$ cat config.mk
export PLATFORM = sky130hd
export DESIGN_NAME = keypad_event_queue
export DESIGN_NICKNAME = d
export VERILOG_FILES = /design/src/rtl/keypad_event_queue.sv
export SDC_FILE = /design/constraint.sdc
export NUM_CORES = 1
export LEC_CHECK = 0
export CAP_MARGIN = 20
export CORE_UTILIZATION = 62
export CTS_CLUSTER_SIZE = 40
export DETAILED_ROUTE_END_ITERATION = 16
export HOLD_SLACK_MARGIN = 0.02
export PLACE_DENSITY = 0.94
export SYNTH_ARGS = -nofsm -noshare
export SYNTH_HDL_FRONTEND = slang
export SYNTH_SLANG_ARGS = --single-unit
$ cat constraint.sdc
create_clock -name clk -period 4.11 [get_ports clk]
set_clock_uncertainty 0.05 [all_clocks]
set_input_delay 0.822 -clock clk [delete_from_list [all_inputs] [get_ports clk]]
set_output_delay 0.822 -clock clk [all_outputs]
set_load 0.01 [all_outputs]
$ cat src/rtl/keypad_event_queue.sv
// Keypad front end: synchronise, debounce and reject multi-key samples, then queue key codes.
// Optional auto-repeat while a key is held: define KEYPAD_REPEAT_EN.
module keypad_event_queue #(
  parameter int NUM_KEYS     = 12,
  parameter int CODE_W       = 4,
  parameter int DEBOUNCE_CYC = 16,
  parameter int DEPTH        = 8,
  parameter int REPEAT_CYC   = 256
) (
  input  logic                         clk,
  input  logic                         resetn,
  input  logic [NUM_KEYS-1:0]          keypad_in,
  input  logic                         pop,
  input  logic                         clr_overflow,
  output logic                         key_valid,
  output logic [CODE_W-1:0]            key_code,
  output logic [$clog2(DEPTH+1)-1:0]   count,
  output logic                         full,
  output logic                         overflow
);

  localparam int CNT_W = $clog2(DEPTH + 1);
  localparam int PTR_W = $clog2(DEPTH);
  localparam int DB_W  = $clog2(DEBOUNCE_CYC + 1);
  localparam logic [DB_W-1:0]     DB_LAST = DB_W'(DEBOUNCE_CYC - 1);
  localparam logic [CNT_W-1:0]    DEPTH_C = CNT_W'(DEPTH);
  localparam logic [NUM_KEYS-1:0] KEY_ONE = NUM_KEYS'(1);

  if ((2 ** CODE_W) < NUM_KEYS) begin : g_bad_code_w
    $error("CODE_W too small for NUM_KEYS");
  end
  if (DEBOUNCE_CYC < 2) begin : g_bad_debounce
    $error("DEBOUNCE_CYC must be >= 2");
  end
  if ((DEPTH < 2) || ((DEPTH & (DEPTH - 1)) != 0)) begin : g_bad_depth
    $error("DEPTH must be a power of two >= 2");
  end
  if (REPEAT_CYC < 1) begin : g_bad_repeat
    $error("REPEAT_CYC must be >= 1");
  end

  typedef enum logic [1:0] {IDLE, PRESS_DB, HELD, REL_DB} state_e;

  function automatic logic [CODE_W-1:0] encode_key(input logic [NUM_KEYS-1:0] oh);
    logic [CODE_W-1:0] code;
    code = '0;
    for (int i = 0; i < NUM_KEYS; i++) begin
      if (oh[i]) code = CODE_W'(i);
    end
    return code;
  endfunction

  logic [NUM_KEYS-1:0] sync1_q, s_key_q;
  state_e              state_q, state_d;
  logic [NUM_KEYS-1:0] cand_q, cand_d;
  logic [DB_W-1:0]     dcnt_q, dcnt_d;
  logic                key_onehot, same_key, push_req;
  logic [CODE_W-1:0]   push_code;

`ifdef KEYPAD_REPEAT_EN
  localparam int RP_W = $clog2(REPEAT_CYC + 1);
  localparam logic [RP_W-1:0] RP_LAST = RP_W'(REPEAT_CYC - 1);
  logic [RP_W-1:0] rcnt_q, rcnt_d;
`endif

  // Two-flop synchroniser for the asynchronous key lines
  always_ff @(posedge clk or negedge resetn) begin
    if (!resetn) begin
      sync1_q <= '0;
      s_key_q <= '0;
    end else begin
      sync1_q <= keypad_in;
      s_key_q <= sync1_q;
    end
  end

  assign key_onehot = (s_key_q != '0) && ((s_key_q & (s_key_q - KEY_ONE)) == '0);
  assign same_key   = (s_key_q == cand_q);

  always_ff @(posedge clk or negedge resetn) begin
    if (!resetn) begin
      state_q <= IDLE;
      cand_q  <= '0;
      dcnt_q  <= '0;
`ifdef KEYPAD_REPEAT_EN
      rcnt_q  <= '0;
`endif
    end else begin
      state_q <= state_d;
      cand_q  <= cand_d;
      dcnt_q  <= dcnt_d;
`ifdef KEYPAD_REPEAT_EN
      rcnt_q  <= rcnt_d;
`endif
    end
  end

  always_comb begin
    state_d = state_q;
    cand_d  = cand_q;
    dcnt_d  = dcnt_q;
    unique case (state_q)
      IDLE: begin
        if (key_onehot) begin
          cand_d  = s_key_q;
          dcnt_d  = DB_W'(1);
          state_d = PRESS_DB;
        end
      end
      PRESS_DB: begin
        if (same_key) begin
          dcnt_d = dcnt_q + DB_W'(1);
          if (dcnt_q == DB_LAST) state_d = HELD;
        end else begin
          state_d = IDLE;
        end
      end
      HELD: begin
        if (s_key_q == '0) begin
          dcnt_d  = DB_W'(1);
          state_d = REL_DB;
        end
      end
      REL_DB: begin
        if (s_key_q == '0) begin
          dcnt_d = dcnt_q + DB_W'(1);
          if (dcnt_q == DB_LAST) state_d = IDLE;
        end else begin
          state_d = HELD;
        end
      end
      default: state_d = IDLE;
    endcase
  end

`ifdef KEYPAD_REPEAT_EN
  // rcnt restarts on every entry to HELD and whenever the held bit changes
  always_comb begin
    rcnt_d = '0;
    if ((state_q == HELD) && (state_d == HELD) && same_key) begin
      rcnt_d = (rcnt_q == RP_LAST) ? '0 : rcnt_q + RP_W'(1);
    end
  end
`endif

  always_comb begin
    push_req = (state_q == PRESS_DB) && same_key && (dcnt_q == DB_LAST);
`ifdef KEYPAD_REPEAT_EN
    push_req = push_req || ((state_q == HELD) && same_key && (rcnt_q == RP_LAST));
`endif
    push_code = encode_key(cand_q);
  end

  logic [CODE_W-1:0] mem_q [DEPTH];
  logic [PTR_W-1:0]  wr_ptr_q, rd_ptr_q;
  logic [CNT_W-1:0]  count_q, count_d;
  logic              ovf_q, ovf_d;
  logic              do_pop, do_push;

  // A pop frees the slot in the same edge, so a full FIFO still accepts the push
  assign do_pop  = pop && (count_q != '0);
  assign do_push = push_req && ((count_q != DEPTH_C) || do_pop);

  always_comb begin
    count_d = count_q;
    if (do_push && !do_pop)      count_d = count_q + CNT_W'(1);
    else if (!do_push && do_pop) count_d = count_q - CNT_W'(1);
    ovf_d = ovf_q;
    if (push_req && !do_push) ovf_d = 1'b1;
    else if (clr_overflow)    ovf_d = 1'b0;
  end

  always_ff @(posedge clk or negedge resetn) begin
    if (!resetn) begin
      wr_ptr_q <= '0;
      rd_ptr_q <= '0;
      count_q  <= '0;
      ovf_q    <= 1'b0;
    end else begin
      if (do_push) wr_ptr_q <= wr_ptr_q + PTR_W'(1);
      if (do_pop)  rd_ptr_q <= rd_ptr_q + PTR_W'(1);
      count_q <= count_d;
      ovf_q   <= ovf_d;
    end
  end

  always_ff @(posedge clk) begin
    if (do_push) mem_q[wr_ptr_q] <= push_code;
  end

  assign key_valid = (count_q != '0);
  assign key_code  = key_valid ? mem_q[rd_ptr_q] : '0;
  assign count     = count_q;
  assign full      = (count_q == DEPTH_C);
  assign overflow  = ovf_q;

endmodule

==> run metrics <==
status complete, no violations; overall die width 78.57 µm; CTS tree yes; unrepaired setup endpoints after global routing false; register bit total from synthesis 86; Die Area 6172 µm²; Gate Count Post-Synth 250; min Tclk post-route 3.236 ns; top cells by count, synth 54 x dfrtp_1, 32 x edfxtp_1, 18 x xnor2_1; total net switching power 0.3429 mW; CTS root buf clkbuf_8; DRC 0; Tot GR Track Use 0.2261; Switching Share 0.2177; H-tree Lvls 3; leakage 1.636 nW; EDFF count, synth 32; initial antenna violation count 0; via count 2075; most numerous cell in the Yosys netlist dfrtp_1; largest net degree at the start of global routing 36; Final Hold Violating Endpoints 0; # port buffers 26; initial core utilization 0.6521; CP Data Required Time 3.24 ns; Final Cell Area 4148 µm²; Final Routed Wirelength 6054 µm; WL met2 3093 µm; WL/cell 16.86 µm; Overflow after GRT 0; max layer used met4; Power Total 1.575 mW; register area share after synthesis 0.6361; first-pass GRT wire length 10210 µm; Crit Path Category reg -> out; Clock transition at path regs 0.08 ns; vias in the first global route 2154; Worst setup SP type flip-flop; Max Clk Rate 309.0 MHz; worst ir drop on vdd 0.3490 mV; Syn Area/Cell 14.54 µm²; detailed-placement wirelength estimate 4328 µm; Worst slew margin 0.3478; Area after DPL 3958 µm²; Clock Latency Late Sink 0.35 ns; top cells by area, synth dfrtp_1 37%, edfxtp_1 26%, mux4_2 5.0%, xnor2_1 4.3%, mux2_2 2.8%; setup TNS 0 ns; Synth cell types 44; post-place setup slack 0.8434 ns; Gate power share 0.048; total setup buffers inserted after CTS 0; Die Ht 78.57 µm; ANT nets after route 0; clock buffer depth 2; TritonCTS Buffers 9; Least-Margin Pin Slew 0.9752 ns; area leader, netlist dfrtp_1; Final Cycle Share 0.7873; setup ws final 0.8740 ns; internal power 1.232 mW; Net Count, Synth 274; antenna fix cells 0; Final nets 306; Syn-to-layout area delta 14.11%; Clock Sinks 86; top cell type's share of synthesized area 0.3718; DR iter-0 viols 163; Rows 27; fillers 339; Critical Path AT 2.36 ns; PD cells 379.8 nW/µm²; Hold WC Path Type reg -> reg; Hold-fix buffers, CTS 0; FFs w/ async S/R, synth 0.6279; Setup Viol. Count Final 0; worst-path fanout max 6; Clk pwr share 0.357; MaxCap Viol Count 0; routability cong. 0.8747; max-slew violation count 0; TritonRoute pass-1 iters 5; crit end category output port; Primary FF master, synth dfrtp_1; synth warn 0; Metal-1 WL 2635 µm; Post-CTS Resized 0; layout cells sized above 1 0.1498; CORE AREA 5574 µm²; I/O pin total 27; via/cell ratio 5.780; sequential share of power 0.596; wire length on met3 246 µm; cell area after synthesis 3635 µm²
[area by class of cell]
cell class | instances | area [µm²] | area share
Sequential cell | 86 | 2312 | 0.5575
Multi-Input combinational cell | 151 | 1266 | 0.3053
Timing Repair Buffer | 27 | 262.8 | 0.06335
Clock buffer | 10 | 127.6 | 0.03077
Tap cell | 72 | 90.09 | 0.02172
Clock inverter | 6 | 62.56 | 0.01508
Inverter | 7 | 26.28 | 0.006335
[worst paths after layout]
path	start	to	slack [ns]	cells after the start
setup / recovery	count[0]$_DFFE_PN0P_	key_valid	0.87	3
hold / removal	sync1_q[9]$_DFF_PN0_	s_key_q[9]$_DFF_PN0_	0.30	0
setup reg to reg	count[0]$_DFFE_PN0P_	count[3]$_DFFE_PN0P_	0.97	11
hold reg to reg	sync1_q[9]$_DFF_PN0_	s_key_q[9]$_DFF_PN0_	0.30	0
max in group asynchronous	resetn	sync1_q[6]$_DFF_PN0_	2.77	2
min in group asynchronous	resetn	count[1]$_DFFE_PN0P_	0.49	1
[worst max-delay path, cell delays in order (launching register included)]
cell and delay, ns:
dfrtp_1 0.46, nor4_1 0.80, inv_1 0.21, clkdlybuf4s50_1 0.54
[metal layers]
layer / vias up / track usage
met5: - / 0
met3: 8 / 0.06395
li1: 965 / -
met2: 54 / 0.3870
met4: 0 / 0.07593
met1: 1048 / 0.2756
[cell families (layout without fill, tap and decap cells)]
| group | Yosys count | count (layout) | share of synthesized area |
|---|---|---|---|
| xor gates and xnor gates | 20 | 20 | 0.04819 |
| DFF | 86 | 86 | 0.6361 |
| buffers and inverters | 13 | 50 | 0.01549 |
| AOI/OAI and AO/OA | 25 | 25 | 0.04785 |
| adders and majority gates | 10 | 10 | 0.03511 |
| muxes | 28 | 28 | 0.1146 |
| and+or+nand+nor | 68 | 68 | 0.1026 |
[metrics by stage]
stage	cells	util	hold WS, ns
2_1_floorplan	250	-	0.2812
3_3_place_gp	343	0.7100	0.2817
3_5_place_dp	343	0.7100	0.2847
4_1_cts	359	0.7441	0.3036
5_1_grt	359	0.7441	0.3068
6_report	359	0.7441	0.3004
[sequential cells by signal (all words and copies together), names as in the netlist, 3 cells and up]
name / count
mem_q: 32
sync1_q: 12
s_key_q: 12
dcnt_q: 5
wr_ptr_q: 3
count: 4
rd_ptr_q: 3
cand_q: 12
[cell usage in the layout, fill, tap and decap left out, drive strengths merged, types with 7 or more instances in the layout]
cell           count
ha                 7
clkbuf            10
xnor2             18
mux2              14
edfxtp            32
inv                7
o21ai              7
mux4               8
nand2             13
clkdlybuf4s50     25
nand2b             8
nor2              17
dfrtp             54
[power by group through the flow]
stage	registers (mW)	logic, mW	clock network, mW
finish	0.938	0.0754	0.562
global route	0.941	0.0843	0.608
CTS	0.938	0.0769	0.574
detailed placement	0.956	0.0765	0
global placement	0.955	0.0730	0
floorplan	0.951	0.0384	0
Note: power is estimated with default switching activity, not from simulation.
